===== config.mk =====
export PLATFORM = sky130hd
export DESIGN_NAME = aes_cbc_seq_ctrl
export DESIGN_NICKNAME = d
export VERILOG_FILES = /design/src/rtl/aes_cbc_pkg.sv /design/src/rtl/aes_cbc_cfg_regs.sv /design/src/rtl/aes_cbc_seq_ctrl.sv
export SDC_FILE = /design/constraint.sdc
export NUM_CORES = 1
export LEC_CHECK = 0
export ABC_AREA = 1
export BUFFER_PORTS_ARGS = -buffer_cell sky130_fd_sc_hd__buf_2
export CAP_MARGIN = 25
export CORE_AREA = 10 10 352 354
export DETAILED_ROUTE_END_ITERATION = 10
export DIE_AREA = 0 0 362 364
export SYNTH_ARGS = -nofsm -noshare
export SYNTH_HDL_FRONTEND = slang
export SYNTH_SLANG_ARGS = --single-unit

===== constraint.sdc =====
create_clock -name clk -period 2.05 [get_ports clk]
set_clock_uncertainty 0.15 [all_clocks]
set_input_delay 0.205 -clock clk [delete_from_list [all_inputs] [get_ports clk]]
set_output_delay 0.205 -clock clk [all_outputs]
set_load 0.02 [all_outputs]

===== src/rtl/aes_cbc_pkg.sv =====
// Shared types and constants for the AES-128 CBC sequencer.
package aes_cbc_pkg;

  localparam int AES_BLK_W = 128;

  typedef logic [AES_BLK_W-1:0] aes_blk_t;

  typedef enum logic [2:0] {
    IDLE      = 3'd0,
    WAIT_IN   = 3'd1,
    ISSUE     = 3'd2,
    WAIT_CORE = 3'd3,
    EMIT      = 3'd4,
    FIN       = 3'd5
  } seq_state_e;

endpackage


===== src/rtl/aes_cbc_cfg_regs.sv =====
// Key / IV / skip configuration registers, locked while a message is in progress.
module aes_cbc_cfg_regs
  import aes_cbc_pkg::*;
#(
  parameter int BLK_W  = AES_BLK_W,
  parameter int SKIP_W = 16
) (
  input  logic              clk,
  input  logic              rst_n,
  input  logic              busy,
  input  logic              key_we,
  input  logic [BLK_W-1:0]  key,
  input  logic              iv_we,
  input  logic [BLK_W-1:0]  iv,
  input  logic              skip_we,
  input  logic [SKIP_W-1:0] skip,
  output logic [BLK_W-1:0]  key_o,
  output logic [BLK_W-1:0]  iv_eff_o,
  output logic [SKIP_W-1:0] skip_eff_o,
  output logic              cfg_err_o
);

  logic [BLK_W-1:0]  key_q, key_d;
  logic [BLK_W-1:0]  iv_q, iv_d;
  logic [SKIP_W-1:0] skip_q, skip_d;
  logic              cfg_err_q, cfg_err_d;

  always_comb begin
    key_d     = key_q;
    iv_d      = iv_q;
    skip_d    = skip_q;
    cfg_err_d = busy & (key_we | iv_we | skip_we);
    if (!busy) begin
      if (key_we)  key_d  = key;
      if (iv_we)   iv_d   = iv;
      if (skip_we) skip_d = skip;
    end
  end

  always_ff @(posedge clk or negedge rst_n) begin
    if (!rst_n) begin
      key_q     <= '0;
      iv_q      <= '0;
      skip_q    <= '0;
      cfg_err_q <= 1'b0;
    end else begin
      key_q     <= key_d;
      iv_q      <= iv_d;
      skip_q    <= skip_d;
      cfg_err_q <= cfg_err_d;
    end
  end

  // Write-through so a start in the same cycle as a cfg write sees the new value.
  assign iv_eff_o   = (!busy && iv_we)   ? iv   : iv_q;
  assign skip_eff_o = (!busy && skip_we) ? skip : skip_q;
  assign key_o      = key_q;
  assign cfg_err_o  = cfg_err_q;

endmodule


===== src/rtl/aes_cbc_seq_ctrl.sv =====
// CBC-mode sequencer around an external single-block AES-128 encrypt core.
//   state     | meaning
//   IDLE      | config writable, waiting for start
//   WAIT_IN   | in_ready high, waiting for a plaintext block
//   ISSUE     | core_req_valid high until the core accepts
//   WAIT_CORE | waiting for the ciphertext strobe
//   EMIT      | out_valid high until the sink accepts
//   FIN       | done pulse, back to IDLE
module aes_cbc_seq_ctrl
  import aes_cbc_pkg::*;
#(
  parameter int BLK_W  = AES_BLK_W,
  parameter int SKIP_W = 16
) (
  input  logic              clk,
  input  logic              rst_n,
  input  logic              cfg_key_we,
  input  logic [BLK_W-1:0]  cfg_key,
  input  logic              cfg_iv_we,
  input  logic [BLK_W-1:0]  cfg_iv,
  input  logic              cfg_skip_we,
  input  logic [SKIP_W-1:0] cfg_skip,
  output logic              cfg_err,
  input  logic              start,
  output logic              busy,
  output logic              done,
  input  logic              in_valid,
  output logic              in_ready,
  input  logic [BLK_W-1:0]  in_data,
  input  logic              in_last,
  output logic              core_req_valid,
  input  logic              core_req_ready,
  output logic [BLK_W-1:0]  core_key,
  output logic [BLK_W-1:0]  core_block,
  input  logic              core_rsp_valid,
  input  logic [BLK_W-1:0]  core_rsp_data,
  output logic              out_valid,
  input  logic              out_ready,
  output logic [BLK_W-1:0]  out_data,
  output logic              out_last
);

  localparam logic [2:0] S_IDLE      = IDLE;
  localparam logic [2:0] S_WAIT_IN   = WAIT_IN;
  localparam logic [2:0] S_ISSUE     = ISSUE;
  localparam logic [2:0] S_WAIT_CORE = WAIT_CORE;
  localparam logic [2:0] S_EMIT      = EMIT;
  localparam logic [2:0] S_FIN       = FIN;

  logic [2:0]        state_q, state_d;
  logic [BLK_W-1:0]  chain_q, chain_d;
  logic [SKIP_W-1:0] skip_cnt_q, skip_cnt_d;
  logic [BLK_W-1:0]  blk_q, blk_d;
  logic              last_q, last_d;
  logic [BLK_W-1:0]  out_data_q, out_data_d;
  logic [BLK_W-1:0]  iv_eff;
  logic [SKIP_W-1:0] skip_eff;

  aes_cbc_cfg_regs #(
    .BLK_W  (BLK_W),
    .SKIP_W (SKIP_W)
  ) u_cfg_regs (
    .clk        (clk),
    .rst_n      (rst_n),
    .busy       (busy),
    .key_we     (cfg_key_we),
    .key        (cfg_key),
    .iv_we      (cfg_iv_we),
    .iv         (cfg_iv),
    .skip_we    (cfg_skip_we),
    .skip       (cfg_skip),
    .key_o      (core_key),
    .iv_eff_o   (iv_eff),
    .skip_eff_o (skip_eff),
    .cfg_err_o  (cfg_err)
  );

  always_comb begin
    state_d    = state_q;
    chain_d    = chain_q;
    skip_cnt_d = skip_cnt_q;
    blk_d      = blk_q;
    last_d     = last_q;
    out_data_d = out_data_q;
    case (state_q)
      S_IDLE: begin
        if (start) begin
          chain_d    = iv_eff;
          skip_cnt_d = skip_eff;
          state_d    = S_WAIT_IN;
        end
      end
      S_WAIT_IN: begin
        if (in_valid) begin
          blk_d   = in_data ^ chain_q;
          last_d  = in_last;
          state_d = S_ISSUE;
        end
      end
      S_ISSUE: begin
        if (core_req_ready) state_d = S_WAIT_CORE;
      end
      S_WAIT_CORE: begin
        if (core_rsp_valid) begin
          chain_d = core_rsp_data;
          // Suppressed blocks still advance the chain.
          if (skip_cnt_q != '0) begin
            skip_cnt_d = skip_cnt_q - SKIP_W'(1);
            state_d    = last_q ? S_FIN : S_WAIT_IN;
          end else begin
            out_data_d = core_rsp_data;
            state_d    = S_EMIT;
          end
        end
      end
      S_EMIT: begin
        if (out_ready) state_d = last_q ? S_FIN : S_WAIT_IN;
      end
      S_FIN: begin
        state_d = S_IDLE;
      end
      default: begin
        state_d = S_IDLE;
      end
    endcase
  end

  always_ff @(posedge clk or negedge rst_n) begin
    if (!rst_n) begin
      state_q    <= S_IDLE;
      chain_q    <= '0;
      skip_cnt_q <= '0;
      blk_q      <= '0;
      last_q     <= 1'b0;
      out_data_q <= '0;
    end else begin
      state_q    <= state_d;
      chain_q    <= chain_d;
      skip_cnt_q <= skip_cnt_d;
      blk_q      <= blk_d;
      last_q     <= last_d;
      out_data_q <= out_data_d;
    end
  end

  assign busy           = (state_q != S_IDLE) && (state_q != S_FIN);
  assign done           = (state_q == S_FIN);
  assign in_ready       = (state_q == S_WAIT_IN);
  assign core_req_valid = (state_q == S_ISSUE);
  assign core_block     = blk_q;
  assign out_valid      = (state_q == S_EMIT);
  assign out_data       = out_data_q;
  assign out_last       = out_valid & last_q;

endmodule


-- Word level (Yosys, flattened, before mapping)
Cells that the tools add are included.
- add/subtract/negate cells: 1
- eq/ne operators: 12
- multiplexer cells: 17
- bitwise gates (word level): 7
- reductions and logical operators: 16
- operator list (cell ; number):
    $mux 128 ; 3
    $pmux 128 s2 ; 1
    $xor 128x128->128 ; 1
    $mux 16 ; 4
    $pmux 16 s2 ; 1
    $mux 3 ; 7
    $reduce_bool 16->1 ; 1
    $sub 16x1->16 const B ; 1
    $pmux 3 s5 ; 1
    $ne 2x2->1 const B ; 4
    $reduce_and 2->1 ; 4
    $eq 3x2->1 const B ; 2
    $eq 3x3->1 const B ; 2
    $reduce_and 3->1 ; 2
    $reduce_and 5->1 ; 1
    $ne 2x1->1 const B ; 2
    $reduce_and 4->1 ; 1
    $eq 3x1->1 const B ; 1
    $logic_and 1x1->1 ; 3
    $logic_not 3->1 ; 1
    $ne 3x3->1 const B ; 1
    $reduce_bool 3->1 ; 1
    $and 1x1->1 ; 2
    $not 1->1 ; 2
    other kinds (3) ; 4
- register bits: 677
- bits of input ports: 539
- output and inout port bits: 391
- logic and storage cells: 63

-- Longest topological paths before layout
- depth in word-level cells: 7
- depth in mapped cells: 12
- gate-level depth less buffers: 11

-- Modules after synthesis
Synthesis repeated with hierarchy kept, for this count alone.
- cell total of the unflattened synthesis: 3344
- area, all modules: 28934.0 µm²
- by module, submodules not included (module ; times used ; cells an instance ; area each (µm²) ; sequential area each (µm²)):
    aes_cbc_seq_ctrl ; 1 ; 2159 ; 18195.0 ; 10109.7
    aes_cbc_cfg_regs ; 1 ; 1185 ; 10739.0 ; 6831.6

-- Worst setup path before layout
No wires, ideal clock.
- path type: reg2reg
- from: reg state_q[1]
- to: reg blk_q[106], in the netlist core_block[106]
- library setup time: 0.130 ns
- data arrival time: 1.711 ns
- slack: 0.059 ns
- cell stages (with the launch flop): 9
- cell sequence: dfrtp_1 -> inv_1 -> nand2_1 -> nor2_1 -> nand2_1 -> clkbuf_1 -> clkbuf_1 -> nand2_1 -> o21ai_0
- cells in the longest elaborated chain, start to end: 2
- RTL lines (item ; RTL line ; RTL):
    from (decl) ; aes_cbc_seq_ctrl.sv:50 ; logic [2:0] state_q, state_d;
    from (signal assigned) ; aes_cbc_seq_ctrl.sv:137 ; state_q <= state_d;
    $eq 3x1->1 ; - ;
    named net in_ready ; aes_cbc_seq_ctrl.sv:28 ; output logic in_ready,
    $reduce_and 2->1 (no source line) ; - ;
    to (signal assigned) ; aes_cbc_seq_ctrl.sv:140 ; blk_q <= blk_d;
    to (decl) ; aes_cbc_seq_ctrl.sv:53 ; logic [BLK_W-1:0] blk_q, blk_d;
The timed path passes the listed nets, and every way through them passes these cells.
A chain may end at the register's enable or synchronous reset.

-- Worst setup path after layout
- from: reg state_q[1]
- to: reg chain_q[110]
- cells in the longest elaborated chain, start to end: 7
- elaborated cells on any way between the ends: 14
- those cells by class: eq/ne: 4; mux: 3; reduce/logical: 7
- RTL lines (item ; RTL line ; RTL):
    $ne 3x3->1 or $reduce_bool 3->1 (tied branches) ; aes_cbc_seq_ctrl.sv:146 ; assign busy = (state_q != S_IDLE) && (state_q != S_FIN);
    $logic_and 1x1->1 ; aes_cbc_seq_ctrl.sv:146 ;
    $logic_not 1->1 ; - ;
    $logic_and 1x1->1 ; aes_cbc_cfg_regs.sv:55 ; assign iv_eff_o = (!busy && iv_we) ? iv : iv_q;
    $mux 128 ; aes_cbc_cfg_regs.sv:55 ;
    $mux 128 ; aes_cbc_seq_ctrl.sv:87 ; if (start) begin
    $pmux 128 s2 ; aes_cbc_seq_ctrl.sv:85 ; case (state_q)
    to (signal assigned) ; aes_cbc_seq_ctrl.sv:138 ; chain_q <= chain_d;
    to (decl) ; aes_cbc_seq_ctrl.sv:51 ; logic [BLK_W-1:0] chain_q, chain_d;
Several ways; a longest one is shown, not always the timed one. The select of a mux whose other input is x is not followed.

==> flow_summary.rst <==
.. list-table::
   :header-rows: 1

   * - Metric
     - Value
   * - Worst vdd ir
     - 887 uV
   * - Starting Density
     - 25.3%
   * - Clock buffers created by TritonCTS
     - 79
   * - Worst path arrival time
     - 2.53 ns
   * - Cell type with the highest aggregate area in the netlist
     - dfrtp_1
   * - Number of antenna violations at the first check in global routing
     - 34
   * - Worst min-delay path endpoint
     - state_q[0]
   * - Setup slack, reg-to-reg
     - -0.08 ns
   * - Part of the Yosys area used for sequential elements
     - 57.2%
   * - Synth-to-Final Area Change
     - 58.8%
   * - Number of vias in the routed layout
     - 28800
   * - Post-route fraction of the period consumed by the critical path
     - 104%
   * - Startpoint-to-endpoint class of the critical path
     - reg -> reg
   * - Most used DFF post-synth
     - dfrtp_1
   * - Reg2reg end
     - chain_q[110]
   * - Outcome
     - finished, violations left
   * - Share of the synthesized area in the top cell type
     - 57.2%
   * - Crit end category
     - register
   * - Final-layout setup total negative slack
     - -3.22 ns
   * - Hold Startpoint
     - core_rsp_valid
   * - YS warnings
     - 0
   * - Worst hold path depth
     - 8
   * - Clock buffer depth
     - 3
   * - Min-Delay Path Class
     - in -> reg
   * - Failing checks
     - negative setup slack
   * - Number of distinct library cell variants in the gate-level netlist after synthesis
     - 25
   * - CTS H-Tree Depth
     - 3
   * - Net count reported at finish
     - 5332
   * - Post-Route WL
     - 137 mm
   * - Largest fanout of any net on the critical path
     - 16
   * - Reported leakage power
     - 0.0237 uW
   * - I/O pin count
     - 930
   * - Final critical path time including I/O delays and setup
     - 2.13 ns
   * - Total count of hold-check failures in the final report
     - 0
   * - Worst slew margin
     - 67.8%
   * - First DRT Iteration DRCs
     - 2087
   * - Clock-pin slew reported for the worst setup and hold paths after clock tree synthesis
     - 0.06 ns
   * - Count of buffers inserted at the top-level ports
     - 929
   * - Post-detail-place hpwl
     - 94.5 mm
   * - Post-route DRC
     - 0
   * - RSZ-0062 raised after global routing
     - true
   * - Clock sink count
     - 677
   * - Total of endpoints with negative setup slack in the final report
     - 163
   * - TritonCTS clock tree
     - done
   * - Die Outline Area
     - 0.132 mm2
   * - Total Power
     - 71000 uW
   * - Worst r2r path cells
     - 11
   * - Mapped Avg Cell Area
     - 9.24 um2
   * - Maximum frequency from static timing analysis
     - 0.470 GHz
   * - Slew at the pin closest to its max-slew limit
     - 0.479 ns
   * - Later-pin clock latency in the skew report
     - 0.66 ns
   * - Power per Cell Area
     - 1510 mW/mm2
   * - Number of antenna-violating nets in the routed design
     - 0
   * - 1st-pass router iterations
     - 6
   * - Synthesis-stage register bit count
     - 677
   * - Summed area of non-filler cells in the final layout
     - 0.0470 mm2
   * - Global-route wire length before repair
     - 189 mm
   * - Global-route usage over all layers
     - 18.7%
   * - Core area
     - 0.117 mm2
   * - Maximum number of pins on one net before global-route repair
     - 87
   * - Global route total overflow
     - 0
   * - Post-placement cell area
     - 0.0372 mm2
   * - Vias in the first global route
     - 29300
   * - Synthesized Nets
     - 3745
   * - Max-slew violations
     - 0
   * - FP Rows
     - 126
   * - Placer Congestion
     - 0.849
   * - Synthesized instance count
     - 3204
   * - Leading post-synthesis cells by cell area
     - dfrtp_1 57%, nand2_1 11%, o21ai_0 6.1%, mux2_2 4.9%, inv_1 4.8%
   * - Vert. Die Dim
     - 364 um
   * - Share of flip-flops with an asynchronous set or reset
     - 100%
   * - Horizontal die dimension
     - 362 um
   * - Crit start category
     - register
   * - Hold slack final
     - 0.125 ns
   * - Critical path required time
     - 2.45 ns
   * - Critical R2R Launch
     - state_q[1]
   * - Via-per-instance ratio
     - 4.50
   * - Final setup margin
     - -0.0763 ns
   * - Fraction of final layout cells sized beyond drive strength 1
     - 31.6%
   * - Post-detailed-route wirelength per cell
     - 21.3 um
   * - CTS root buffer
     - clkbuf_16
   * - Cell area after synthesis
     - 0.0296 mm2
   * - Number of maximum-capacitance constraint violations
     - 0
   * - Number of enable-type register cells in the synthesized netlist
     - 0
per-layer routing:
| layer | track usage [%] | vias to the layer above | share of wire (%) |
|---|---|---|---|
| met2 | 31.6 | 1213 | 48 |
| met4 | 6.54 | 26 | 3.4 |
| li1 | - | 13400 | - |
| met1 | 22.7 | 14000 | 40 |
| met3 | 5.31 | 243 | 8.1 |
| met5 | 0 | - | 0.11 |
timing repair:
item,in CTS,in global routing
setup buffers,5,19
setup endpoints to repair,62,416
hold buffers,537,0
cloned,1,30
endpoints found under the hold margin,1274,0
pin swaps,2,35
gates resized for setup,39,223
critical path: stages (launching register included):
cell	delay, ns
dfrtp_2	0.43
inv_2	0.10
nand2_4	0.06
o21ai_4	0.19
buf_6	0.13
buf_12	0.17
nand2_8	0.17
clkbuf_16	0.27
nand2_1	0.08
o211ai_1	0.09
nand2_1	0.09
nand2_1	0.05
worst max-delay path by stage:
stage | startpoint | endpoint | slack [ns]
after floorplan | state_q[1] | core_block[106] | 0.06
after detailed placement | state_q[0] | u_cfg_regs.key_o[40] | -0.09
after global routing | state_q[1] | chain_q[45] | -0.16
after CTS | state_q[1] | busy | -0.08
final | state_q[1] | chain_q[110] | -0.08
after global placement | state_q[0] | u_cfg_regs.key_o[92] | -0.05
stage by stage:
stage,utilization [%],worst slack (ns),std cells
after floorplan,-,0.0591,3204
after global placement,31.7,-0.0491,5654
after detailed placement,31.7,-0.0875,5654
after CTS,38.8,-0.0797,6341
after global routing,40.1,-0.165,6400
final,40.1,-0.0763,6406
report_power, final:
group	internal, uW	switching (uW)
combinational	14700	19600
sequential	18800	3080
clock	8710	6140
cell families (layout without fill, tap and decap cells):
family / after synthesis / in the layout / synth area share, %
multiplexers: 128 / 128 / 4.87
AND/OR/NAND/NOR: 1126 / 1129 / 15.7
AO/OA/AOI/OAI: 581 / 581 / 11.0
adder cells (fa/ha/maj): 2 / 2 / 0.0845
other: 0 / 16 / 0
buffers and inverters: 561 / 2208 / 7.35
XOR/XNOR: 129 / 129 / 3.82
flip-flops: 677 / 677 / 57.2
synthesized netlist by cell type, types with 55 or more instances:
library cell  count
nand3_1          63
clkbuf_1        118
xnor2_1         128
buf_2            55
inv_1           381
a21oi_1          92
dfrtp_1         677
o211ai_1         95
o21ai_0         358
nor2_1          107
mux2_2          128
nand2_1         845
cell usage in the layout (no fill, tap or decap), types with 6 or more instances in the layout:
master         instances
a21boi_1              30
a21oi_1               80
a21oi_2               12
and2_1                50
buf_12                41
buf_16                 9
buf_2                923
buf_4                120
buf_6                 25
buf_8                  6
bufinv_16              7
clkbuf_1              20
clkbuf_16            100
clkbuf_8              15
clkinv_2               9
dfrtp_1              674
diode_2               16
dlygate4sd3_1        536
inv_1                376
mux2_2               128
nand2_1              762
nand2_2               60
nand2_4               21
nand2_8                6
nand3_1               56
nand3_2                7
nand3b_1              52
nor2_1                97
nor2_4                 6
o211ai_1              95
o21ai_0              346
o21ai_1               11
xnor2_1              128
state kept, by name, indices dropped and copies added, names as in the netlist:
name                  flops
chain_q                 128
core_block              128
last_q                    1
out_data                128
skip_cnt_q               16
state_q                   3
u_cfg_regs.cfg_err_o      1
u_cfg_regs.iv_q         128
u_cfg_regs.key_o        128
u_cfg_regs.skip_q        16
area by class of cell:
class / instances / area [um2]
tap: 1536 / 1920
timing repair buffer: 1681 / 12900
antenna: 16 / 40.0
fill: 11200 / 70100
clock inverter: 29 / 440
clock buffer: 115 / 2280
sequential: 677 / 16900
inverter: 383 / 1450
multi-input combinational: 1969 / 11100
No activity file was read; power rests on OpenSTA's default activity.
